==> src/rtl/rf_pkg.sv <==
// Shared types and default geometry for the multiport register file.
package rf_pkg;

    localparam int          RF_DATA_W  = 32;
    localparam int          RF_ADDR_W  = 5;
    localparam int          RF_NUM_RD  = 3;
    localparam int          RF_SP_IDX  = 29;
    localparam logic [31:0] RF_SP_INIT = 32'h0000_0400;

    typedef enum logic [1:0] {
        ST_RST   = 2'd0,
        ST_CLEAR = 2'd1,
        ST_IDLE  = 2'd2
    } seq_state_e;

endpackage

==> src/rtl/rf_clear_seq.sv <==
// Clear sequencer: sweeps entries 1..2**ADDR_W-1 after reset or on request,
// holding busy high until the sweep is complete.
module rf_clear_seq
    import rf_pkg::*;
#(
    parameter int                DATA_W  = RF_DATA_W,
    parameter int                ADDR_W  = RF_ADDR_W,
    parameter int                SP_IDX  = RF_SP_IDX,
    parameter logic [DATA_W-1:0] SP_INIT = DATA_W'(RF_SP_INIT)
) (
    input  logic              clk,
    input  logic              rst_n,
    input  logic              clr_req,
    output logic              busy,
    output logic              clr_we,
    output logic [ADDR_W-1:0] clr_addr,
    output logic [DATA_W-1:0] clr_data
);

    localparam logic [ADDR_W-1:0] IDX_FIRST = ADDR_W'(1);
    localparam logic [ADDR_W-1:0] IDX_LAST  = {ADDR_W{1'b1}};
    localparam logic [ADDR_W-1:0] SP_ADDR   = ADDR_W'(SP_IDX);

    seq_state_e        r_state;
    seq_state_e        w_state_nxt;
    logic [ADDR_W-1:0] r_clr_idx;
    logic [ADDR_W-1:0] w_clr_idx_nxt;
    logic              r_busy;

    // State, sweep index and registered busy flag.
    always_ff @(posedge clk or negedge rst_n) begin
        if (!rst_n) begin
            r_state   <= ST_RST;
            r_clr_idx <= IDX_FIRST;
            r_busy    <= 1'b1;
        end else begin
            r_state   <= w_state_nxt;
            r_clr_idx <= w_clr_idx_nxt;
            r_busy    <= (w_state_nxt != ST_IDLE);
        end
    end

    // Next-state logic and clear-port drive; requests outside IDLE are ignored.
    always_comb begin
        w_state_nxt   = r_state;
        w_clr_idx_nxt = r_clr_idx;
        clr_we        = 1'b0;
        clr_addr      = r_clr_idx;
        clr_data      = {DATA_W{1'b0}};
        case (r_state)
            ST_RST: begin
                w_state_nxt   = ST_CLEAR;
                w_clr_idx_nxt = IDX_FIRST;
            end
            ST_CLEAR: begin
                clr_we = 1'b1;
                if (r_clr_idx == SP_ADDR) begin
                    clr_data = SP_INIT;
                end else begin
                    clr_data = {DATA_W{1'b0}};
                end
                if (r_clr_idx == IDX_LAST) begin
                    w_state_nxt   = ST_IDLE;
                    w_clr_idx_nxt = IDX_FIRST;
                end else begin
                    w_state_nxt   = ST_CLEAR;
                    w_clr_idx_nxt = r_clr_idx + ADDR_W'(1);
                end
            end
            ST_IDLE: begin
                if (clr_req) begin
                    w_state_nxt   = ST_CLEAR;
                    w_clr_idx_nxt = IDX_FIRST;
                end else begin
                    w_state_nxt   = ST_IDLE;
                    w_clr_idx_nxt = r_clr_idx;
                end
            end
            default: begin
                w_state_nxt   = ST_RST;
                w_clr_idx_nxt = IDX_FIRST;
            end
        endcase
    end

    assign busy = r_busy;

endmodule

==> src/rtl/rf_multiport.sv <==
// Multiport register file: two prioritised write ports, NUM_RD combinational
// read ports, hardware clear sweep. Define RF_BYPASS_EN for write-to-read forwarding.
module rf_multiport
    import rf_pkg::*;
#(
    parameter int                DATA_W  = RF_DATA_W,
    parameter int                ADDR_W  = RF_ADDR_W,
    parameter int                NUM_RD  = RF_NUM_RD,
    parameter int                SP_IDX  = RF_SP_IDX,
    parameter logic [DATA_W-1:0] SP_INIT = DATA_W'(RF_SP_INIT)
) (
    input  logic                     clk,
    input  logic                     rst_n,
    input  logic                     en,
    input  logic                     clr_req,
    output logic                     busy,
    input  logic                     w0_en,
    input  logic [ADDR_W-1:0]        w0_addr,
    input  logic [DATA_W-1:0]        w0_data,
    input  logic                     w1_en,
    input  logic [ADDR_W-1:0]        w1_addr,
    input  logic [DATA_W-1:0]        w1_data,
    input  logic [NUM_RD*ADDR_W-1:0] rd_addr,
    output logic [NUM_RD*DATA_W-1:0] rd_data
);

    localparam int                NUM_ENT   = 2 ** ADDR_W;
    localparam logic [ADDR_W-1:0] ADDR_ZERO = {ADDR_W{1'b0}};

    logic [DATA_W-1:0] r_mem [NUM_ENT];

    logic              w_clr_we;
    logic [ADDR_W-1:0] w_clr_addr;
    logic [DATA_W-1:0] w_clr_data;
    logic              w_wr_gate;
    logic              w_wr0_ok;
    logic              w_wr1_ok;

    rf_clear_seq #(
        .DATA_W  (DATA_W),
        .ADDR_W  (ADDR_W),
        .SP_IDX  (SP_IDX),
        .SP_INIT (SP_INIT)
    ) u_clear_seq (
        .clk      (clk),
        .rst_n    (rst_n),
        .clr_req  (clr_req),
        .busy     (busy),
        .clr_we   (w_clr_we),
        .clr_addr (w_clr_addr),
        .clr_data (w_clr_data)
    );

    // A clear request in IDLE wins over same-cycle writes; port 1 beats port 0.
    assign w_wr_gate = ~busy & en & ~clr_req;
    assign w_wr1_ok  = w_wr_gate & w1_en & (w1_addr != ADDR_ZERO);
    assign w_wr0_ok  = w_wr_gate & w0_en & (w0_addr != ADDR_ZERO)
                     & ~(w_wr1_ok & (w1_addr == w0_addr));

    // Storage array; entry 0 is never written and never read.
    always_ff @(posedge clk) begin
        if (w_clr_we) begin
            r_mem[w_clr_addr] <= w_clr_data;
        end else begin
            if (w_wr0_ok) begin
                r_mem[w0_addr] <= w0_data;
            end
            if (w_wr1_ok) begin
                r_mem[w1_addr] <= w1_data;
            end
        end
    end

    for (genvar g = 0; g < NUM_RD; g++) begin : g_rd
        logic [ADDR_W-1:0] w_lane_addr;
        logic [DATA_W-1:0] w_lane_data;

        assign w_lane_addr = rd_addr[g*ADDR_W +: ADDR_W];

        // Read mux: zero while busy or for address 0, optional forwarding.
        always_comb begin
            if (busy || (w_lane_addr == ADDR_ZERO)) begin
                w_lane_data = {DATA_W{1'b0}};
`ifdef RF_BYPASS_EN
            end else if (w_wr1_ok && (w1_addr == w_lane_addr)) begin
                w_lane_data = w1_data;
            end else if (w_wr0_ok && (w0_addr == w_lane_addr)) begin
                w_lane_data = w0_data;
`endif
            end else begin
                w_lane_data = r_mem[w_lane_addr];
            end
        end

        assign rd_data[g*DATA_W +: DATA_W] = w_lane_data;
    end

endmodule

==> config.mk <==
export PLATFORM = sky130hd
export DESIGN_NAME = rf_multiport
export DESIGN_NICKNAME = d
export VERILOG_FILES = /design/src/rtl/rf_pkg.sv /design/src/rtl/rf_clear_seq.sv /design/src/rtl/rf_multiport.sv
export SDC_FILE = /design/constraint.sdc
export NUM_CORES = 2
export LEC_CHECK = 0
export CAP_MARGIN = 40
export CORE_MARGIN = 8
export CORE_UTILIZATION = 35
export DETAILED_ROUTE_END_ITERATION = 10
export PLACE_DENSITY_LB_ADDON = 0.2
export SYNTH_ARGS = -nofsm -noshare
export SYNTH_HDL_FRONTEND = slang
export SYNTH_SLANG_ARGS = --single-unit
==> constraint.sdc <==
create_clock -name clk -period 8.4 [get_ports clk]
set_input_delay 1.26 -clock clk [delete_from_list [all_inputs] [get_ports clk]]
set_output_delay 1.26 -clock clk [all_outputs]
set_load 0.05 [all_outputs]
---- Word-level counts from Yosys, hierarchy flattened ----
Memory sizes are Yosys's and may differ from the RTL's.
Index checks and enable logic that the tools add are counted.
word-level totals
  bits in registers ....................... 8
  memory bits (writable) .................. 1,024
  logic and storage cells ................. 56
  memories ................................ 1
cells by class
  $add $sub $neg .......................... 1
  equal/unequal tests ..................... 7
  muxes and demuxes ....................... 23
  bitwise gates (word level) .............. 11
  reduce and logical (&&, ||, !) cells .... 10
memories
  name   depth  width  rd ports  clocked after Yosys merged registers in  write ports  RTL line            RTL
  r_mem  32     32     3         0                                        2            rf_multiport.sv:30  logic [DATA_W-1:0] r_mem [NUM_ENT];
operators with widths
  kind                                                 count
  two-way mux 32 bit                                   5
  OR reduction 32 bit                                  1
  zero test 5 bit                                      3
  two-way mux 5 bit                                    3
  two-way mux 11 bit                                   1
  equality test 5 bit, second input constant           2
  two-way mux 1 bit                                    10
  one-hot mux 5 bit (2 select lines)                   1
  nonzero test 5 bit                                   2
  bitwise AND 1 bit                                    8
  one-hot mux 2 bit (3 select lines)                   1
  adder 5 x 1 -> 5 bit, second input constant          1
  equality test 5 bit                                  1
  two-way mux 2 bit                                    2
  inequality test 2 bit, second input constant         2
  logical OR 1 bit                                     3
  inverter 1 bit                                       3
  equality test 2 x 1 -> 1 bit, second input constant  1
  equality test 2 bit, second input constant           1
  zero test 2 bit                                      1

---- Depth between registers and ports, before layout ----
  word-level depth ........................ 13
  depth in mapped cells ................... 10
  gate-level depth less buffers ........... 6

---- Modules after synthesis ----
A second synthesis with hierarchy kept.
second synthesis, totals
  cells, all modules ...................... 5,241
  area total of the unflattened synthesis .. 69,511.7 µm²
modules (own cells, without submodules)
  module        times used  cells an instance  area an instance (µm²)  sequential area each (µm²)
  rf_multiport  1           5,171              68,849.8                30,749.5
  rf_clear_seq  1           70                 661.9                   202.7

---- Worst setup path after synthesis ----
Ideal clock, no wire load.
  path type ............................... in2reg
  start ................................... in w1_addr[0]
  end ..................................... mem r_mem[16][0] (netlist bit), enable pin
  setup time .............................. 428 ps
  data arrival time ....................... 4,486 ps
  path slack .............................. 3,486 ps
  stages .................................. 8
  buffers on the path ..................... 3
  cell sequence ........................... or2_1 buf_2 o311a_1 a211oi_2 buf_2 buf_6 mux2_2 o21bai_1
RTL lines
  element          RTL line            RTL
  start, declared  rf_multiport.sv:21  input logic [ADDR_W-1:0] w1_addr,
  end, declared    rf_multiport.sv:30

---- Worst setup path in the final report ----
  start ................................... in rd_addr[11]
  end ..................................... out rd_data[67]
between the ends
  word-level cells in the longest chain between the ends .. 3
  elaborated cells between the ends (all ways) .. 4
  classes of those cells .................. mux: 1; reduce/logical: 2; memory: 1
RTL lines
  element                                                       RTL line            RTL
  start, declared                                               rf_multiport.sv:23  input logic [NUM_RD*ADDR_W-1:0] rd_addr,
  branches (longest 2 deep; another with memory (32 x 32 bit))  -
  two-way mux 32 bit (*)                                        rf_multiport.sv:82  if (busy || (w_lane_addr == ADDR_ZERO)) begin
  end, declared                                                 rf_multiport.sv:24  output logic [NUM_RD*DATA_W-1:0] rd_data
Mark *: on every way between the ends.

==> summary.md <==
Setup repair after global routing left no endpoint under its margin. The switching part of the total was 30.3%; the total global routing track utilization was 27.8%. The path class of the lowest-slack min-delay path was reg -> reg. The cell with the biggest individual delay on the critical path is sky130_fd_sc_hd__buf_4.

The cell family contributing the most delay on the critical path is buffers and inverters. The kind of end point of the critical path was a primary output. Setup violations remaining at the end of the flow were counted as 0. The quantity of I/O buffers inserted on ports works out to 191. The highest fanout seen on the critical path was 65.

Kind of critical path: in -> out. The logs give 36.5% for the global routing usage on met1 and 16 for the initial antenna violation count. Clock-pin slew was measured on the worst setup and hold paths at 0.06 ns.

The finished cells cover 76800 sq um. The tightest slew margin relative to the limit is 31.2%, and the netlist area before placement is 66900 sq um. The hold violation count in the final report was 0; the area growth from synthesis to final layout was 14.8%.

Cells fill 40.4% of the core in the end. The number of max-capacitance violations reported came out at 0. The share of power burned in the clock network was 35.1%; the post-route clock period utilization was 75.6%. The global-route congestion overflow total was 0. The number of global-route vias before repair was 47.9k; the count of state elements after synthesis was 1032. The routed design could run at a clock period as short as 6.35 ns.

For this run, the post-layout net count is 5254. Multiplexer cells account for 33.3% of the synthesized area. After synthesis, the largest family of logic cells by area is multiplexers.

The routed via count divided by cell count is 6.51. For this block, the via count after detailed routing is 50.6k. The tools report the cell at the root of the clock tree as sky130_fd_sc_hd__clkbuf_16. The post-CTS setup repair buffer count is 0, and the initial core utilization is 35.2%. Of all flip-flops after synthesis, the portion carrying an async set or reset was 0.775%. The detailed router finished its first iteration with 7299 violations. Combinational cells account for 21.2% of the total power.

The worst-margin pin slew works out to 1.03 ns. The flow ran to the end, and the final reports show no timing, DRC or antenna violations. The cell count after placement came out at 7549. The number of hold buffers added after CTS was 0. The net count of the mapped netlist was 5340; the global-route wire length before repair was 401000 um. Among all flip-flop cells after synthesis, the most frequent one is sky130_fd_sc_hd__edfxtp_1. The tools report the number of instances in the synthesized netlist as 5242.

For the worst-skew pair, the clock arrives at the later sink with an insertion delay of 0.78 ns. Number of buffers created by CTS: 116. After detailed routing, the number of remaining DRC violations is 0. The maximum level of the CTS H-tree is 3, and the highest cell delay on the worst timing path is 0.72 ns. The data arrival at the endpoint of the critical path came out at 5.09 ns. Count of flip-flops with a built-in enable after synthesis: 1024.

After detailed routing, the total wire length is 294000 um. After Yosys synthesis, XOR and XNOR cells account for 0.0917% of the synthesized area. The count of nets left with antenna violations after detail routing was 0. Most heavily used metal layer in global routing: met2.

The tools report the clock skew after layout as 0.0458 ns. The critical path goes through buf_8, buf_4, mux4_2, mux2i_1, o22ai_1, or2_2, clkdlybuf4s50_1. Dividing total power by cell area gives a power density of 195 nW/um^2. The count of cells resized by post-cts repair was 0.

For the number of detailed-routing iterations run before antenna repair, the log shows 6. The worst setup path is launched from an input pin. After the flow finishes, the layout carries non-filler instances totaling 7776. No sink is reached through more buffers than the 3 on the longest clock path. TritonCTS built the clock tree. 192 I/O pins were placed. Fmax: 158 MHz. The max-slew violation count was 0.

Summing the areas of all and, or, nand and nor instances in the mapped netlist gives 7.08% of the synthesized area. The design draws 15.0 mW. The post-synthesis compound-gate area fraction is 9.08%, and the die span in y is 453 um. Detailed placement ended at an HPWL of 178000 um. Summing all placed instances gives a cell area of 73000 sq um.

Summing the sequential cell areas from Yosys gives 46.3% of the chip area. The die is 453 um wide. STA puts the critical path data required time at 7.14 ns. The congestion estimate from routability-driven global placement came to 0.848.

For met3 alone, demand over resource in global routing was 5.37%. Counting both buffers and inverters, the worst setup path holds a total of 3. Dividing the detail-routed wire length by the instance count gives 37.8 um.

The internal portion of the total power is 10.5 mW. For this design, the sink count on the clock tree is 1032. A synthesized cell averages 12.8 sq um. Summed over all cells, the static leakage comes to 25.6 nW. The logs give 48 for the count of cell types in the netlist and 0 for the number of synthesis warnings.

The share of power burned in registers was 43.7%; the largest voltage drop on the vdd net was 166 uV. The post-route netlist has 28.1% of its cells at a drive strength greater than 1. In the global route stage, met2 resource usage came out at 43.0%. The die covers 205000 sq um. The run gives 160 as the standard-cell row count. The switching component of the power was 4.55 mW.

For the area of the core, the log shows 190000 sq um. For the sum of negative setup slack, the log shows 0 ns. Summing the areas of all fa, ha and maj instances in the mapped netlist gives 0.0561% of the synthesized area. Entering global routing, the biggest net connects 119 pins.
## placed cells by master, fill, tap and decap left out, types with 97 or more instances in the layout
cell | Yosys | routed
sky130_fd_sc_hd__clkdlybuf4s50_1 | 0 | 179
sky130_fd_sc_hd__edfxtp_1 | 1024 | 1024
sky130_fd_sc_hd__nand2_1 | 939 | 936
sky130_fd_sc_hd__o22ai_1 | 193 | 193
sky130_fd_sc_hd__mux2i_1 | 389 | 389
sky130_fd_sc_hd__mux4_2 | 768 | 768
sky130_fd_sc_hd__clkbuf_16 | 0 | 120
sky130_fd_sc_hd__o21ai_0 | 842 | 842
sky130_fd_sc_hd__buf_4 | 0 | 167
sky130_fd_sc_hd__or2_2 | 97 | 97
## worst reg2reg max path, cell delays in order (launching register included)
cell and delay, ns:
sky130_fd_sc_hd__dfstp_2 0.51, sky130_fd_sc_hd__nor3b_1 0.53, sky130_fd_sc_hd__o211ai_1 0.27, sky130_fd_sc_hd__a211oi_4 0.52, sky130_fd_sc_hd__buf_4 0.55, sky130_fd_sc_hd__mux2_2 0.52
sky130_fd_sc_hd__o21bai_4 0.59, sky130_fd_sc_hd__buf_4 0.69
## final timing paths
kind | from | end | slack, ns | cells past startpoint
max | rd_addr[11] | rd_data[67] | 2.05 | 7
min reg2reg | u_clear_seq.r_state[0]$_DFF_PN0_ | u_clear_seq.clr_addr[1]$_DFFE_PN0P_ | 0.55 | 1
max reg2reg | u_clear_seq.busy$_DFF_PN1_ | r_mem[7][2]$_DFFE_PP_ | 3.64 | 7
min in group asynchronous | rst_n | u_clear_seq.clr_addr[1]$_DFFE_PN0P_ | 0.77 | 1
min | u_clear_seq.r_state[0]$_DFF_PN0_ | u_clear_seq.clr_addr[1]$_DFFE_PN0P_ | 0.55 | 1
max in group asynchronous | rst_n | u_clear_seq.clr_addr[0]$_DFFE_PN1P_ | 7.32 | 1
## power by group through the flow
stage	registers, mW	clock network, mW	logic [mW]
floorplan	6.54	0	1.75
global placement	6.62	0	3.03
detailed placement	6.65	0	3.12
CTS	6.54	5.30	3.13
global route	6.61	5.46	3.22
finish	6.56	5.27	3.18
## metal layers
metal	wire length (um)	up-vias
li1	-	20340
met1	109000	25966
met2	133000	3506
met3	31500	782
met4	20400	6
met5	40	-
## registers in the layout (all words and copies together), names as in the netlist
name / flops
r_mem: 1024
u_clear_seq.busy: 1
u_clear_seq.clr_addr: 5
u_clear_seq.r_state: 2
## stage by stage
| step | setup slack [ns] | hold slack (ns) |
|---|---|---|
| after floorplan | 3.49 | 0.499 |
| after global placement | 1.93 | 0.546 |
| after detailed placement | 2.10 | 0.545 |
| after CTS | 2.10 | 0.556 |
| after global routing | 2.06 | 0.595 |
| final | 2.05 | 0.554 |
## synth_stat cells (4+ instances only)
cell | instances | area, sq um
sky130_fd_sc_hd__nand2b_1 | 6 | 37.5
sky130_fd_sc_hd__edfxtp_1 | 1024 | 30700
sky130_fd_sc_hd__or2_2 | 97 | 607
sky130_fd_sc_hd__nor3_1 | 13 | 65.1
sky130_fd_sc_hd__o21ai_0 | 842 | 4210
sky130_fd_sc_hd__mux2i_1 | 389 | 3890
sky130_fd_sc_hd__o21ai_1 | 60 | 300
sky130_fd_sc_hd__nand2_1 | 939 | 3520
sky130_fd_sc_hd__or3_1 | 4 | 25.0
sky130_fd_sc_hd__xor2_1 | 5 | 43.8
sky130_fd_sc_hd__dfrtp_1 | 6 | 150
sky130_fd_sc_hd__buf_1 | 36 | 135
sky130_fd_sc_hd__mux4_2 | 768 | 17300
sky130_fd_sc_hd__clkbuf_1 | 495 | 1860
sky130_fd_sc_hd__mux2_1 | 4 | 45.0
sky130_fd_sc_hd__o22ai_1 | 193 | 1210
sky130_fd_sc_hd__buf_2 | 115 | 576
sky130_fd_sc_hd__inv_1 | 32 | 120
sky130_fd_sc_hd__o21bai_1 | 29 | 218
sky130_fd_sc_hd__nor3_2 | 20 | 200
sky130_fd_sc_hd__nor3b_1 | 9 | 67.6
sky130_fd_sc_hd__nand3b_1 | 7 | 52.6
sky130_fd_sc_hd__nor2_1 | 9 | 33.8
sky130_fd_sc_hd__a32oi_1 | 4 | 35.0
sky130_fd_sc_hd__mux2_2 | 93 | 1050
## layout make-up
cell class	count	area [sq um]
fill	17273	113000
multi-input combinational	3526	33800
sequential	1032	31000
timing repair buffer	446	4970
tap	2511	3140
clock buffer	146	3130
clock inverter	64	648
inverter	34	128
antenna	17	42.5
## logic make-up (layout without fill, tap and decap cells)
kind of cell / Yosys count / count (layout)
adders and majority gates: 3 / 3
other: 0 / 17
and+or+nand+nor: 1122 / 1122
buffers and inverters: 684 / 690
muxes: 1254 / 1254
xor gates and xnor gates: 7 / 7
DFF: 1032 / 1032
AOI/OAI and AO/OA: 1140 / 1140
Power figures use the tool's default switching activity.
